### src/rtl/order_gen_seq_pkg.sv
// Shared constants and types for the sequential Fisher-Yates order generator
// and its consumer (fillEmptyCellBySeq).
package order_gen_seq_pkg;

   localparam int N_CELLS = 16;  // board cells; the 64-bit packing assumes 16
   localparam int IDX_W   = 4;   // width of one cell index
   localparam int RAND_W  = 6;   // width of the shared random source

   localparam logic [N_CELLS*IDX_W-1:0] IDENTITY_ORDER = 64'h0123456789ABCDEF;

   typedef enum logic [1:0] {
      ST_IDLE    = 2'd0,
      ST_SHUFFLE = 2'd1,
      ST_DONE    = 2'd2
   } state_t;

endpackage

### src/rtl/order_gen_seq_idx_scale.sv
// Maps a 6-bit random value onto the range 0..i without modulo or rejection:
// j = (random * (i+1)) >> 6. The largest product is 63*16 = 1008, so j <= i.
module order_idx_scale
   import order_gen_seq_pkg::*;
(
   input  logic [RAND_W-1:0] i_random,
   input  logic [IDX_W-1:0]  i_i,
   output logic [IDX_W-1:0]  o_j
);

   logic [IDX_W:0]          w_ip1;   // i+1, up to 16, needs 5 bits
   logic [RAND_W+IDX_W:0]   w_prod;  // 6b x 5b = 11b full product

   // Scale the random value by the remaining range and keep the integer part.
   always_comb begin
      w_ip1  = {1'b0, i_i} + (IDX_W+1)'(1);
      w_prod = (RAND_W+IDX_W+1)'(i_random) * (RAND_W+IDX_W+1)'(w_ip1);
      o_j    = IDX_W'(w_prod >> RAND_W);
   end

endmodule

### src/rtl/order_gen_seq.sv
// Sequential Fisher-Yates shuffler: one swap per cycle over 16 cell slots,
// producing a random visiting order for the empty-cell filler.
//
// Handshake: start is level-sampled in IDLE or DONE and begins a new shuffle;
// busy is high for exactly 15 cycles while swapping; calc_done is high while
// the finished permutation is held stable, and drops on the edge that accepts
// the next start. start while busy is ignored. order_all is a permutation of
// 0..15 at every edge because every update is a swap.
module order_gen_seq
   import order_gen_seq_pkg::*;
(
   input  logic                     clk,
   input  logic                     rst,
   input  logic                     start,
   input  logic [RAND_W-1:0]        random,
   output logic [N_CELLS*IDX_W-1:0] order_all,
   output logic                     busy,
   output logic                     calc_done,
   output logic [1:0]               dbg_state
);

   state_t           r_state;
   logic [IDX_W-1:0] r_i;
   logic [IDX_W-1:0] r_slot [N_CELLS];
   logic             r_busy;
   logic             r_done;
   logic [IDX_W-1:0] w_j;

   order_idx_scale u_scale (
      .i_random (random),
      .i_i      (r_i),
      .o_j      (w_j)
   );

   // FSM, step counter and slot register with the swap of slot i and slot j.
   always_ff @(posedge clk) begin
      if (rst) begin
         r_state <= ST_IDLE;
         r_i     <= IDX_W'(N_CELLS-1);
         r_busy  <= 1'b0;
         r_done  <= 1'b0;
         for (int k = 0; k < N_CELLS; k++) begin
            r_slot[k] <= IDENTITY_ORDER[(N_CELLS-1-k)*IDX_W +: IDX_W];
         end
      end else begin
         case (r_state)
            ST_IDLE, ST_DONE: begin
               if (start) begin
                  r_state <= ST_SHUFFLE;
                  r_i     <= IDX_W'(N_CELLS-1);
                  r_busy  <= 1'b1;
                  r_done  <= 1'b0;
                  for (int k = 0; k < N_CELLS; k++) begin
                     r_slot[k] <= IDENTITY_ORDER[(N_CELLS-1-k)*IDX_W +: IDX_W];
                  end
               end
            end
            ST_SHUFFLE: begin
               // When j == i both writes carry the same value: a no-op swap.
               r_slot[r_i] <= r_slot[w_j];
               r_slot[w_j] <= r_slot[r_i];
               if (r_i == IDX_W'(1)) begin
                  r_state <= ST_DONE;
                  r_busy  <= 1'b0;
                  r_done  <= 1'b1;
               end else begin
                  r_i <= r_i - IDX_W'(1);
               end
            end
            default: begin
               r_state <= ST_IDLE;
               r_busy  <= 1'b0;
               r_done  <= 1'b0;
            end
         endcase
      end
   end

   // Slot 0 occupies the top nibble, slot 15 the bottom nibble.
   for (genvar g = 0; g < N_CELLS; g++) begin : g_pack
      assign order_all[(N_CELLS-1-g)*IDX_W +: IDX_W] = r_slot[g];
   end

   assign busy      = r_busy;
   assign calc_done = r_done;
   assign dbg_state = r_state;

endmodule

### config.mk
export PLATFORM = sky130hd
export DESIGN_NAME = order_gen_seq
export DESIGN_NICKNAME = d
export VERILOG_FILES = /design/src/rtl/order_gen_seq_pkg.sv /design/src/rtl/order_gen_seq_idx_scale.sv /design/src/rtl/order_gen_seq.sv
export SDC_FILE = /design/constraint.sdc
export NUM_CORES = 1
export LEC_CHECK = 0
export ABC_AREA = 1
export ABC_CLOCK_PERIOD_IN_PS = 11650
export CAP_MARGIN = 20
export CORE_ASPECT_RATIO = 0.9
export CORE_MARGIN = 3
export CORE_UTILIZATION = 60
export CTS_CLUSTER_SIZE = 25
export DETAILED_ROUTE_END_ITERATION = 7
export PLACE_DENSITY_LB_ADDON = 0.25
export SETUP_SLACK_MARGIN = 0.5
export SYNTH_ARGS = -nofsm -noshare
export SYNTH_HDL_FRONTEND = slang
export SYNTH_SLANG_ARGS = --single-unit
### constraint.sdc
create_clock -name clk -period 11.65 [get_ports clk]
set_input_delay 2.9125 -clock clk [delete_from_list [all_inputs] [get_ports clk]]
set_output_delay 2.9125 -clock clk [all_outputs]
set_load 0.01 [all_outputs]
Yosys cells after proc, flatten, opt, wreduce, memory -nomap -nowiden
Memories as Yosys holds them, arrays and structs flattened. A register that Yosys moved wholly into a read port is not among the register bits.
Index checks and enable logic that the tools add are counted.

cells by class
  $add $sub $neg = 2
  muxes and demuxes = 45
  equal/unequal tests = 6
  reduce and logical (&&, ||, !) cells = 7
  bitwise operators = 16
  $mul = 1

operators by type and width
  cell                                                                 count
  4-bit two-way mux                                                    24
  1-bit OR                                                             16
  1-bit two-way mux                                                    15
  6-bit by 5-bit multiplier with 10-bit output                         1
  4-bit one-hot mux with 2 select lines                                1
  4-bit OR reduction                                                   2
  2-bit != test (second input constant)                                3
  4-bit by 1-bit adder with 5-bit output (second input constant)       1
  4-bit by 1-bit == test with 1-bit output (second input constant)     1
  2-bit two-way mux                                                    2
  1-bit one-hot mux with 2 select lines                                2
  2-bit one-hot mux with 2 select lines                                1
  4-bit by 1-bit subtractor with 4-bit output (second input constant)  1
  3-bit AND reduction                                                  1
  2-bit by 1-bit == test with 1-bit output (second input constant)     1
  2-bit == test (second input constant)                                1
  2-bit logical NOT                                                    1
  2-bit AND reduction                                                  1
  2-bit nonzero test                                                   1
  2-bit OR reduction                                                   1

word-level totals
  RAM bits = 64
  register bits after elaboration = 8
  memories kept = 1
  input port bits = 9
  output and inout port bits = 68

memories
  name    words  bits a word  read ports  clocked after Yosys merged registers in  wr ports  line                 RTL
  r_slot  16     4            18          1                                        16        order_gen_seq.sv:24  logic [IDX_W-1:0] r_slot [N_CELLS];

Depth between registers and ports, before layout
  depth in word-level cells = 7
  mapped depth = 28
  mapped depth without buffers = 26

Modules after synthesis
From an unflattened synthesis, not the netlist that was laid out.

second synthesis, totals
  cell total of the unflattened synthesis = 985
  area, all modules = 6503.7 µm²

by module, submodules not included
  module           times used  seq. area each (µm²)  cells each  area an instance (µm²)
  order_gen_seq    1           2142.1                824         5541.6
  order_idx_scale  1           0.0                   161         962.2

Worst setup path before layout
OpenSTA, ideal clock, no wires.

  kind = input -> register
  from = input random[3]
  to = memory r_slot[5][0] (enable)
  required time = 11.338 ns
  library setup time = 0.312 ns
  setup slack = 5.247 ns
  stages = 15
  arrival time = 6.091 ns
  cell sequence = inv_1 > nor2_1 > fa_1 > fa_1 > fa_1 > ha_1 > a21oi_1 > o21a_1 > nand2_1 > xor2_1 > nor2_2 > inv_2 > nor2_1 > inv_1 > nand3_1

RTL lines
  item                line                 RTL
  start: declaration  order_gen_seq.sv:15  input logic [RAND_W-1:0] random,
  end: declaration    order_gen_seq.sv:24

==> impl_summary.log <==
INFO  metric outcome = finished, final reports clean
INFO  metric pin_count_of_the_biggest_net_entering_global_routing = 61
INFO  metric netlist_area = 6100 µm²
INFO  metric drt-vias-per-instance = slightly below 6
INFO  metric clkSlewWorstSetupHoldPaths = 0.06 ns
INFO  metric post_place_worst_slack = 4.02 ns
INFO  metric worst_setup_margin = 4.27 ns
INFO  metric die_w = approximately 110 µm
INFO  metric gp_routability_congestion = 0.919
INFO  metric crit_path_end_kind = register
INFO  metric dr.pass1.iters = 6
INFO  metric synth.net_count = roughly 900
INFO  metric synth.top_cell.area_share = 0.315
INFO  metric max_cap_viol_count = 0
INFO  metric maximum_operating_frequency = 135 MHz
INFO  metric n_antenna_cell = 0
INFO  metric htreeDepth = 3
INFO  metric clock_skew = 0.00862 ns
INFO  metric maxSlewHeadroom = 0.294
INFO  metric met3_wirelength = 2520 µm
INFO  metric detail_route.wirelength = 19,500 µm
INFO  metric hold_path.class = register to register
INFO  metric cts_setup_buffers = 0
INFO  metric final_cells = between 1,000 and 1,500
INFO  metric total_routing_usage_reported_by_global_routing = 0.339
INFO  metric synth.largest_area_cell = edfxtp_1
INFO  metric design.die.area = approximately 11,000 µm²
INFO  metric synth_area_leaders = edfxtp_1 (32%), nand2_1 (15%), inv_1 (6.8%)
INFO  metric core_area = 9780 µm²
INFO  metric vdd.ir_drop.worst = 0.198 mV
INFO  metric power.density = 193 nW/µm²
INFO  metric grt_pass1_wl = 30,100 µm
INFO  metric critPathRequiredTime = 11.70 ns
INFO  metric dr_wl_met2 = approximately 8400 µm
INFO  metric layout_common_cells = nand2_1 (239), inv_1 (110), nor2_1 (100)
INFO  metric yosys_warnings = 0
INFO  metric final_nets = between 900 and 1,000
INFO  metric postLayoutCoreUtil = 0.729
INFO  metric io_pins = 77
INFO  metric clock-sinks = 75
INFO  metric setup.worst_path.start_class = primary input
INFO  metric setup_viol = 0
INFO  metric growth_of_design_area_from_synthesis_to_finish = 17.0%
INFO  metric layout.cells.most_common = nand2_1
INFO  metric final_max_slew_viol_count = 0
INFO  metric die_h = 102 µm
INFO  metric worstSkewPairLatency = 0.34 ns
INFO  metric fin_crit = approximately 7.4 ns
INFO  metric timing.critical_path.arrival = 7.44 ns
INFO  metric ctsRootBufferMaster = clkbuf_16
INFO  metric syn_avg_cell_area = around 7.1 µm²
INFO  metric number_of_flip_flops_and_latches_in_the_synthesized_netlist = 75
INFO  metric grt_overflow_total = 0
INFO  metric drive_above_1_share = 0.0897
INFO  metric drt-initial-drc-count = approximately 810
INFO  metric grt_antenna_before_repair = 0
INFO  metric critical_setup_path_kind = primary input to register
INFO  metric met1Wirelength = 7880 µm
INFO  metric place_inst = slightly above 1,000
INFO  metric detailroute.via_count = 6,203
INFO  metric port-buffer-count = 76
INFO  metric synth-seq-area-share = 0.351
INFO  metric clock_buffer_count_from_cts = 9
INFO  metric post-dp-hpwl = around 14,000 µm
INFO  metric critPathMaxFanout = 43
INFO  metric crit_path_start = random[2]
INFO  metric final_worst_path_period_share = 0.634
INFO  metric number_of_instances_resized_during_post_cts_repair = 0
INFO  metric timing.rr.start = r_i[0]
INFO  metric synthDistinctLibCells = 39
INFO  metric detail-route-antenna-nets = 0
INFO  metric initial_core_util = 0.623
INFO  metric clock_tree_from_tritoncts = built
INFO  metric drc_errors = 0
INFO  metric fillerInstances = 777
INFO  metric totalNegativeSetupSlack = 0 ns
INFO  metric hold_viol = 0
INFO  metric post_synth_inst_count = 863
INFO  metric timing.hold.worst.start = busy
INFO  metric power_leakage = 0.00323 µW
INFO  metric cts_hold_repair.buffers = 0
INFO  metric tightestPinTransition = 1.06 ns
INFO  metric first_global_vias = 5,809
INFO  metric route.detailed.wl_per_inst = approximately 19 µm
INFO  metric clockBufferDepth = 2
INFO  metric rsz_0062_raised_after_global_routing = false
INFO  metric routed.top_layer = met4
INFO  metric std_cell_rows = 34
==> state kept, by name (all words and copies together) (netlist names), named ones only <==
name / cells
dbg_state: 2
busy: 1
r_slot: 64
r_i: 4
==> Yosys cell counts (all sizes together) <==
cell	n
xnor2	2
o31ai	1
xor2	3
o21a	1
nand4	1
a21oi	57
o22ai	1
nand3b	4
dfxtp	11
a21boi	1
nor3	9
o21ai	61
ha	21
clkinv	1
clkbuf	9
buf	22
mux2i	4
o221ai	3
or2	1
nand2	248
fa	10
nor2	127
nand3	60
o211ai	7
inv	134
edfxtp	64
==> logic make-up after synthesis <==
| logic type | count (synthesis) | synth area share |
|---|---|---|
| xor+xnor | 5 | 0.00718 |
| simple gates | 450 | 0.327 |
| mux | 4 | 0.00656 |
| flops | 75 | 0.351 |
| fa+ha+maj | 31 | 0.0759 |
| buf+inv | 166 | 0.118 |
| compound gates | 132 | 0.114 |
==> worst max-delay path, cell delays in order <==
cell and delay, ns:
clkdlybuf4s50_1 0.49, inv_1 0.09, nor2_1 0.15, fa_1 0.45, fa_1 0.51, fa_1 0.41, ha_1 0.33, nand2_1 0.07
nand2_1 0.06, inv_1 0.12, nand3_4 0.31, nand2_8 0.36, nand2_1 0.08, nand2_1 0.07, nand2_1 0.06, nand3_1 0.10
nand2_1 0.15, nor2_4 0.48, o21ai_0 0.20
==> where the power goes <==
group	internal [µW]	switching (µW)
Sequential	314	26.9
Combinational	193	547
Clock	188	112
Total	694	686
==> per-layer routing <==
| metal | global-route usage | vias to the layer above |
|---|---|---|
| li1 | - | 2868 |
| met1 | 0.461 | 2852 |
| met2 | 0.513 | 422 |
| met3 | 0.0968 | 61 |
| met4 | 0.142 | 0 |
| met5 | 0 | - |
==> area by class of cell <==
cell class,count,area (µm²),area share
clock buffers,10,229,0.0321
clock inverters,6,90.1,0.0126
inverters,135,507,0.0710
multi-input cells,622,3240,0.454
flip-flops and latches,75,2140,0.300
well taps,126,158,0.0221
repair buffers,77,768,0.108
==> per-stage QoR <==
stage | power (µW) | hold WS (ns) | cell area, µm²
6_report | 1380 | 0.479 | 7140
5_1_grt | 1460 | 0.529 | 7140
4_1_cts | 1350 | 0.485 | 7140
3_5_place_dp | 1060 | 0.478 | 6820
3_3_place_gp | 1040 | 0.464 | 6820
2_1_floorplan | 917 | 0.488 | 6100
==> worst paths after layout <==
check / end / slack [ns] / cells after the start
max reg2reg: r_slot[8][0] / 6.08 / 23
max: r_slot[8][0] / 4.27 / 19
min reg2reg: busy / 0.48 / 2
min: busy / 0.48 / 2
No activity file was read; power rests on OpenSTA's default activity.
